$ cat src/rtl/param_deserializer_if.sv
// Serial-link bundle for param_deserializer: qualified serial input plus word-level outputs.
// master drives the bit stream, slave is the deserializer.
interface param_deserializer_if #(
    parameter int WORD_W    = 8,
    parameter int NUM_WORDS = 4
);
    localparam int IDX_W = (NUM_WORDS > 1) ? $clog2(NUM_WORDS) : 1;

    logic              data_in;
    logic              bit_valid;
    logic [WORD_W-1:0] data_out;
    logic              data_valid;
    logic [IDX_W-1:0]  word_idx;
    logic              frame_done;
    logic              sync_lock;
    logic              parity_err;

    modport master (
        output data_in, bit_valid,
        input  data_out, data_valid, word_idx, frame_done, sync_lock, parity_err
    );

    modport slave (
        input  data_in, bit_valid,
        output data_out, data_valid, word_idx, frame_done, sync_lock, parity_err
    );
endinterface

$ cat src/rtl/param_deserializer.sv
// Sync-hunting serial-to-parallel receiver: NUM_WORDS words of WORD_W bits per frame.
// Optional per-word even parity check enabled by defining PARITY_CHK_EN.
module param_deserializer #(
    parameter int                 WORD_W       = 8,
    parameter int                 NUM_WORDS    = 4,
    parameter int                 SYNC_W       = 4,
    parameter logic [SYNC_W-1:0]  SYNC_PATTERN = 4'b1010,
    parameter bit                 MSB_FIRST    = 1'b1
) (
    input  logic                  t_clk,
    input  logic                  rst,
    param_deserializer_if.slave   link
);
    localparam int IDX_W = (NUM_WORDS > 1) ? $clog2(NUM_WORDS) : 1;
`ifdef PARITY_CHK_EN
    localparam int BPW = WORD_W + 1;
`else
    localparam int BPW = WORD_W;
`endif
    localparam int BCW = $clog2(BPW + 1);
    localparam int FCW = $clog2(SYNC_W + 1);

    localparam logic [BCW-1:0]   LAST_BIT  = BCW'(BPW - 1);
    localparam logic [BCW-1:0]   DATA_BITS = BCW'(WORD_W);
    localparam logic [IDX_W-1:0] LAST_WORD = IDX_W'(NUM_WORDS - 1);
    localparam logic [FCW-1:0]   FILL_FULL = FCW'(SYNC_W);
    localparam logic [FCW-1:0]   FILL_ARM  = FCW'(SYNC_W - 1);

    localparam logic [0:0] HUNT = 1'b0;
    localparam logic [0:0] RECV = 1'b1;

    logic [0:0]        state;
    logic [SYNC_W-1:0] sync_sr;
    logic [FCW-1:0]    fill_cnt;
    logic [BCW-1:0]    bit_cnt;
    logic [IDX_W-1:0]  word_cnt;
    logic [WORD_W-1:0] word_sr;

    logic [WORD_W-1:0] data_out_q;
    logic              data_valid_q;
    logic [IDX_W-1:0]  word_idx_q;
    logic              frame_done_q;

    logic [SYNC_W-1:0] sync_next;
    logic [WORD_W-1:0] word_next;
    logic [WORD_W-1:0] word_done;
    logic              sync_hit;

    if (SYNC_W == 1) begin : g_sync_one
        always_comb sync_next = link.data_in;
    end else begin : g_sync_shift
        always_comb sync_next = {sync_sr[SYNC_W-2:0], link.data_in};
    end

    if (WORD_W == 1) begin : g_word_one
        always_comb word_next = link.data_in;
    end else if (MSB_FIRST) begin : g_word_msb
        always_comb word_next = {word_sr[WORD_W-2:0], link.data_in};
    end else begin : g_word_lsb
        always_comb word_next = {link.data_in, word_sr[WORD_W-1:1]};
    end

    // Match needs a full window of fresh bits so stale register contents never complete a sync.
    always_comb sync_hit = (sync_next == SYNC_PATTERN) && (fill_cnt >= FILL_ARM);

`ifdef PARITY_CHK_EN
    logic parity_err_q;

    // The parity bit is the last bit of the word, so the data is already fully assembled.
    always_comb word_done = word_sr;

    always_ff @(posedge t_clk or posedge rst) begin
        if (rst) begin
            parity_err_q <= 1'b0;
        end else if (link.bit_valid && state == RECV && bit_cnt == LAST_BIT) begin
            parity_err_q <= ^{word_sr, link.data_in};
        end else begin
            parity_err_q <= 1'b0;
        end
    end

    assign link.parity_err = parity_err_q;
`else
    always_comb word_done = word_next;

    assign link.parity_err = 1'b0;
`endif

    always_ff @(posedge t_clk or posedge rst) begin
        if (rst) begin
            state        <= HUNT;
            sync_sr      <= '0;
            fill_cnt     <= '0;
            bit_cnt      <= '0;
            word_cnt     <= '0;
            word_sr      <= '0;
            data_out_q   <= '0;
            data_valid_q <= 1'b0;
            word_idx_q   <= '0;
            frame_done_q <= 1'b0;
        end else begin
            data_valid_q <= 1'b0;
            frame_done_q <= 1'b0;
            if (link.bit_valid) begin
                case (state)
                    HUNT: begin
                        sync_sr <= sync_next;
                        if (fill_cnt != FILL_FULL) fill_cnt <= fill_cnt + 1'b1;
                        if (sync_hit) begin
                            state    <= RECV;
                            bit_cnt  <= '0;
                            word_cnt <= '0;
                        end
                    end
                    default: begin
                        if (bit_cnt < DATA_BITS) word_sr <= word_next;
                        if (bit_cnt == LAST_BIT) begin
                            data_out_q   <= word_done;
                            data_valid_q <= 1'b1;
                            word_idx_q   <= word_cnt;
                            bit_cnt      <= '0;
                            if (word_cnt == LAST_WORD) begin
                                frame_done_q <= 1'b1;
                                state        <= HUNT;
                                sync_sr      <= '0;
                                fill_cnt     <= '0;
                                word_cnt     <= '0;
                            end else begin
                                word_cnt <= word_cnt + 1'b1;
                            end
                        end else begin
                            bit_cnt <= bit_cnt + 1'b1;
                        end
                    end
                endcase
            end
        end
    end

    assign link.data_out   = data_out_q;
    assign link.data_valid = data_valid_q;
    assign link.word_idx   = word_idx_q;
    assign link.frame_done = frame_done_q;
    assign link.sync_lock  = (state == RECV);
endmodule

$ cat src/flat_wrapper.sv
// flat-port wrapper written by rule: the top's interface ports become plain ports
module param_deserializer_flat 
#(
    parameter int                 WORD_W       = 8,
    parameter int                 NUM_WORDS    = 4,
    parameter int                 SYNC_W       = 4,
    parameter logic [SYNC_W-1:0]  SYNC_PATTERN = 4'b1010,
    parameter bit                 MSB_FIRST    = 1'b1
)
  (t_clk, rst, link_data_in, link_bit_valid, link_data_out, link_data_valid, link_word_idx, link_frame_done, link_sync_lock, link_parity_err);
  param_deserializer_if #(.WORD_W(WORD_W), .NUM_WORDS(NUM_WORDS)) link_i ();
  input  logic t_clk;
  input  logic rst;
  input wire logic [$bits(link_i.data_in)-1:0] link_data_in;
  input wire logic [$bits(link_i.bit_valid)-1:0] link_bit_valid;
  output wire logic [$bits(link_i.data_out)-1:0] link_data_out;
  output wire logic [$bits(link_i.data_valid)-1:0] link_data_valid;
  output wire logic [$bits(link_i.word_idx)-1:0] link_word_idx;
  output wire logic [$bits(link_i.frame_done)-1:0] link_frame_done;
  output wire logic [$bits(link_i.sync_lock)-1:0] link_sync_lock;
  output wire logic [$bits(link_i.parity_err)-1:0] link_parity_err;
  assign link_i.data_in = link_data_in;
  assign link_i.bit_valid = link_bit_valid;
  assign link_data_out = link_i.data_out;
  assign link_data_valid = link_i.data_valid;
  assign link_word_idx = link_i.word_idx;
  assign link_frame_done = link_i.frame_done;
  assign link_sync_lock = link_i.sync_lock;
  assign link_parity_err = link_i.parity_err;
  param_deserializer #(.WORD_W(WORD_W), .NUM_WORDS(NUM_WORDS), .SYNC_W(SYNC_W), .SYNC_PATTERN(SYNC_PATTERN), .MSB_FIRST(MSB_FIRST)) u_core (.t_clk(t_clk), .rst(rst), .link(link_i));
endmodule
$ cat config.mk
export PLATFORM = sky130hd
export DESIGN_NAME = param_deserializer_flat
export DESIGN_NICKNAME = d
export VERILOG_FILES = /design/src/rtl/param_deserializer_if.sv /design/src/rtl/param_deserializer.sv /design/src/flat_wrapper.sv
export SDC_FILE = /design/constraint.sdc
export NUM_CORES = 1
export LEC_CHECK = 0
export ABC_AREA = 1
export CAP_MARGIN = 30
export CORE_MARGIN = 8
export CORE_UTILIZATION = 49
export DETAILED_ROUTE_END_ITERATION = 10
export PLACE_DENSITY = 0.74
export SLEW_MARGIN = 20
export SYNTH_ARGS = -nofsm -noshare
export SYNTH_HDL_FRONTEND = slang
export SYNTH_SLANG_ARGS = --single-unit
$ cat constraint.sdc
create_clock -name t_clk -period 1.3 [get_ports t_clk]
set_input_delay 0.26 -clock t_clk [delete_from_list [all_inputs] [get_ports t_clk]]
set_output_delay 0.26 -clock t_clk [all_outputs]
set_load 0.01 [all_outputs]
# Word-level counts from Yosys, hierarchy flattened
# Cells that the tools add are included.
[totals]
register_bits = 32
inputBits = 4
out_inout_bits = 14
wordCells = 55
[classes]
n_addsub = 3
order_cmp = 2
n_eq_ne = 6
mux = 25
reduce_logical = 9
[op_table]
columns = ["operator", "count"]
rows = [
  ["3-bit two-way mux", 7],
  ["4-bit two-way mux", 3],
  ["3-bit AND reduction", 4],
  ["1-bit two-way mux", 11],
  ["2-bit two-way mux", 4],
  ["4-bit by 1-bit adder with 4-bit output (second input constant)", 1],
  ["4-bit by 3-bit equality test with 1-bit output (second input constant)", 1],
  ["4-bit equality test (second input constant)", 1],
  ["4-bit < comparator (second input constant)", 1],
  ["2-bit != test (second input constant)", 2],
  ["4-bit AND reduction", 1],
  ["2-bit nonzero test", 2],
  ["3-bit by 1-bit adder with 3-bit output (second input constant)", 1],
  ["3-bit by 2-bit greater-or-equal comparator with 1-bit output (second input constant)", 1],
  ["3-bit != test (second input constant)", 1],
  ["2-bit by 1-bit adder with 2-bit output (second input constant)", 1],
  ["2-bit equality test (second input constant)", 1],
  ["2-bit AND reduction", 1],
  ["1-bit logical AND", 1],
]

# Depth between registers and ports, before layout
[depth]
word_depth = 5
depth_mapped = 9
depth_no_buf = 9

# Worst setup path after synthesis
# Ideal clock, no wire load.
[synth_path]
path_kind = "register -> register"
from = "reg u_core.fill_cnt[0]"
to = "reg u_core.bit_cnt[3]"
setup_time_ns = 0.129
arrival_time_ns = 1.228
required_time_ns = 1.171
slack_ns = -0.057
stages_incl_launch_ff = 9
path_buffers = 0
period_less_slack_ns = 1.357
path_cell_list = "dfrtp_1 ha_1 ha_1 nor2_1 o21ai_0 nand2_1 nand2_2 nand2_1 o21ai_0"
[synth_via]
elab_chain_len = 4
[synth_rtl]
columns = ["item", "line", "rtl"]
rows = [
  ["start, declared", "param_deserializer.sv:34", "logic [FCW-1:0] fill_cnt;"],
  ["start signal, assigned", "param_deserializer.sv:108", "if (fill_cnt != FILL_FULL) fill_cnt <= fill_cnt + 1'b1;"],
  ["3-bit by 2-bit greater-or-equal comparator with 1-bit output", "param_deserializer.sv:64", "always_comb sync_hit = (sync_next == SYNC_PATTERN) && (fill_cnt >= FILL_ARM);"],
  ["1-bit logical AND", "param_deserializer.sv:64", ""],
  ["2-bit nonzero test (no line)", "n/a", ""],
  ["2-bit AND reduction (no line)", "n/a", ""],
  ["end signal, assigned", "param_deserializer.sv:132", "bit_cnt <= bit_cnt + 1'b1;"],
  ["end, declared", "param_deserializer.sv:35", "logic [BCW-1:0] bit_cnt;"],
]
# Every way passes these cells.
# A chain may end at the register's enable or synchronous reset.

# Worst setup path after layout
[layout_path]
from = "reg u_core.fill_cnt[1]"
to = "reg u_core.word_cnt[0]"
[layout_via]
elab_chain_len = 4
[layout_rtl]
columns = ["item", "line", "rtl"]
rows = [
  ["3-bit by 2-bit greater-or-equal comparator with 1-bit output", "param_deserializer.sv:64", ""],
  ["1-bit logical AND", "param_deserializer.sv:64", ""],
  ["2-bit nonzero test (no line)", "n/a", ""],
  ["3-bit AND reduction (no line)", "n/a", ""],
  ["end signal, assigned", "param_deserializer.sv:129", "word_cnt <= word_cnt + 1'b1;"],
  ["end, declared", "param_deserializer.sv:36", "logic [IDX_W-1:0] word_cnt;"],
]
# Every way passes these cells.

==> flow_summary.ini <==
[floorplanning]
die_w_um = 70.9
die-area_mm2 = 0.00502
initial_core_util_pct = 50.0
die_h_um = 70.9
coreArea_mm2 = 0.00295
io-pin-count = 18
num_rows = 20

[timing]
fin_skew_ns = 0.00510
worst_slack_ns = -0.0568
fin_crit_ns = 1.36
hold_violations = 0
max_freq_mhz = 737
finalCritPeriodShare_pct = 104
rsz0062_at_grt = yes
drv_slew = 0
finalSetupTns_ns = -0.371
setup_viol = 9

[placed_design]
hpwl_um = 2140
routabilityCongestion = 0.797
io_buffers = 16
dpl_worst_slack_ns = -0.283

[drt]
drt_pre_antenna_iters = 4
drt-total-wl_um = 3440
vias = 1248
drt_iter0_drc = 85
ant_nets = 0
wire_per_inst_um = 13.9
drt_drc_violations_left = 0
viasPerCell = 5.03

[power]
pwr-share-comb_pct = 40.0
power_frac_seq_pct = 40.5
clockPowerShare_pct = 19.6
cellLeakagePower_uw = 0.00107
ir_drop_v = 0.00109
sw_frac_of_total_pct = 36.4
p_sw_uw = 1410
power_density_mw_per_mm2 = 1790
power.internal_uw = 2460

[finish]
num_antenna_cells = 0
fin_nets = 223
drive_gt1_share_pct = 38.6
syn_to_final_growth_pct = 46.5

[hold_path]
hp-class = input port to asynchronous set/reset pin

[global_routing]
grt_use_total_pct = 13.5
grt_pass1_wl_um = 5380
grt_pass1_vias = 1240
antenna_found_initial = 0
grt_overflow_total = 0
grt_max_degree = 33

[logic_synthesis]
synth_area_leaders = dfrtp_1, nand2_1, o21ai_0, ha_1, o21ai_2
synth-seq-cells = 32
synthArstFlopShare_pct = 100
ys.flop_type = dfrtp_1
synthAdderAreaFrac_pct = 4.24
yosysTopAreaCell = dfrtp_1
syn-num-nets = 176
netlist_top_cells_count = nand2_1, dfrtp_1, inv_1
avgSynthCellArea_um2 = 8.83
synth_edf_count = 0
synthSimpleGateAreaFrac_pct = 24.7
synth_top_family_by_area = simple AND/OR/NAND/NOR gates
synth_top_area_share_pct = 54.3
syn_area_mm2 = 0.00148
synthMuxAreaShare_pct = 0
ys_warn_count = 0
yosysMostFrequentCell = nand2_1
synth_xor_area_share_pct = 0
syn_inst = 167
ys_seq_area_share_pct = 54.3
ys_types = 21
synth-compound-area-share_pct = 9.25

[worst_setup_path]
crit_family = simple AND/OR/NAND/NOR gates
crit_type = flip-flop to flip-flop
worstSetupEndpointType = flip-flop
required_ns = 1.58
arrival_ns = 1.64
critPathBufInv = 0
slowest_delay_ns = 0.41
critPathSlowestCell = dfrtp_1
worst-path-max-fanout = 7
critPathLaunchType = flip-flop
crit_chain = ha_2 > ha_4 > nor2_4 > o21ai_2 > nand2_2 > nand2_4 > nand2_2 > nand2_1 > nand2_1
r2r_slack_ns = -0.06

[flow_run]
drv_cap = 0

[cts]
cts.sink_count = 32
path_clk_slew_ns = 0.10
clock_path_buffers = 2
tritoncts = yes
cts_buffers = 5
clkLatencyLatePin_ns = 0.34
htreeDepth = 2
cts-root-buf = clkbuf_4

[status]
violations = negative setup slack
status = finished, violations left
## cells in the final DEF, fill, tap and decap left out, types with 5 or more instances in the layout
cell             netlist  layout
nand2_2                2       9
dfrtp_1               32      32
nor2_1                10       6
o21ai_2                7      10
nor2_4                 1       6
buf_4                  3      18
o21ai_0               14       8
nand2_1               56      43
nand2_4                0       6
buf_6                  1       7
clkdlybuf4s15_1        0       9
clkbuf_4               0       5
nand3_1               11       8
inv_1                 16      13
## path summary, 6_finish.rpt
kind / from / to / cells after the start
worst min-delay path: rst / u_core.link.data_out[5]$_DFFE_PP0P_ / 3
min in group t_clk: u_core.sync_sr[2]$_DFFE_PP0P_ / u_core.sync_sr[2]$_DFFE_PP0P_ / 2
worst min register to register: u_core.sync_sr[2]$_DFFE_PP0P_ / u_core.sync_sr[2]$_DFFE_PP0P_ / 2
worst max register to register: u_core.fill_cnt[1]$_DFFE_PP0P_ / u_core.word_cnt[0]$_DFFE_PP0P_ / 9
max in group asynchronous: rst / u_core.bit_cnt[1]$_DFFE_PP0P_ / 3
worst max-delay path: u_core.fill_cnt[1]$_DFFE_PP0P_ / u_core.word_cnt[0]$_DFFE_PP0P_ / 9
## per-layer routing
metal	track usage (%)	share of wire (%)	up-vias
li1	-	-	618
met1	14.5	41	601
met5	0	0	-
met2	23.1	53	22
met4	5.54	1.5	0
met3	5.23	4.0	7
## power by group through the flow
stage	clock (uW)	sequential, uW	combinational [uW]
4_1_cts	771	1520	1220
6_report	757	1570	1550
3_3_place_gp	0	1520	1220
2_1_floorplan	0	1570	683
3_5_place_dp	0	1540	1260
5_1_grt	824	1600	1740
## registers in the layout, summed over array words and instances, names as in the netlist
register                count
u_core.link.frame_done      1
u_core.bit_cnt              4
u_core.sync_sr              3
u_core.fill_cnt             3
u_core.link.word_idx        2
u_core.link.data_out        8
u_core.link.sync_lock       1
u_core.link.data_valid      1
u_core.word_sr              7
u_core.word_cnt             2
## logic make-up after synthesis
family | count (synthesis)
AO/OA/AOI/OAI | 22
adder cells (fa/ha/maj) | 5
buffers and inverters | 23
flip-flops | 32
other | 1
AND/OR/NAND/NOR | 84
## tightest hold or removal path, cell delays in order
cell and delay (ns):
clkdlybuf4s50_1 0.40, inv_1 0.09, buf_12 0.20
## stage by stage
step | cells | area (um2) | power, uW | utilization, % | hold WS, ns
global route | 248 | 2160 | 4170 | 73.2 | 0.293
floorplan | 167 | 1480 | 2250 | - | 0.376
global placement | 226 | 1770 | 2730 | 59.9 | 0.457
finish | 248 | 2160 | 3870 | 73.2 | 0.258
CTS | 235 | 1860 | 3500 | 62.9 | 0.261
detailed placement | 226 | 1770 | 2800 | 59.9 | 0.458
## repair_timing
| action | CTS | global route |
|---|---|---|
| endpoints found under the hold margin | 0 | 0 |
| setup buffers | 1 | 11 |
| cloned | 0 | 2 |
| setup endpoints to repair | 23 | 36 |
| pin swaps | 11 | 11 |
| hold buffers | 0 | 0 |
| gates resized for setup | 21 | 66 |
## cell type report
| type | instances | area [um2] |
|---|---|---|
| Clock buffer | 6 | 41.3 |
| Clock inverter | 2 | 35.0 |
| Fill cell | 216 | 792 |
| Inverter | 18 | 80.1 |
| Multi-Input combinational cell | 112 | 734 |
| Sequential cell | 32 | 801 |
| Tap cell | 33 | 41.3 |
| Timing Repair Buffer | 43 | 405 |
| Timing Repair inverter | 2 | 22.5 |
No activity file was read; power rests on OpenSTA's default activity.
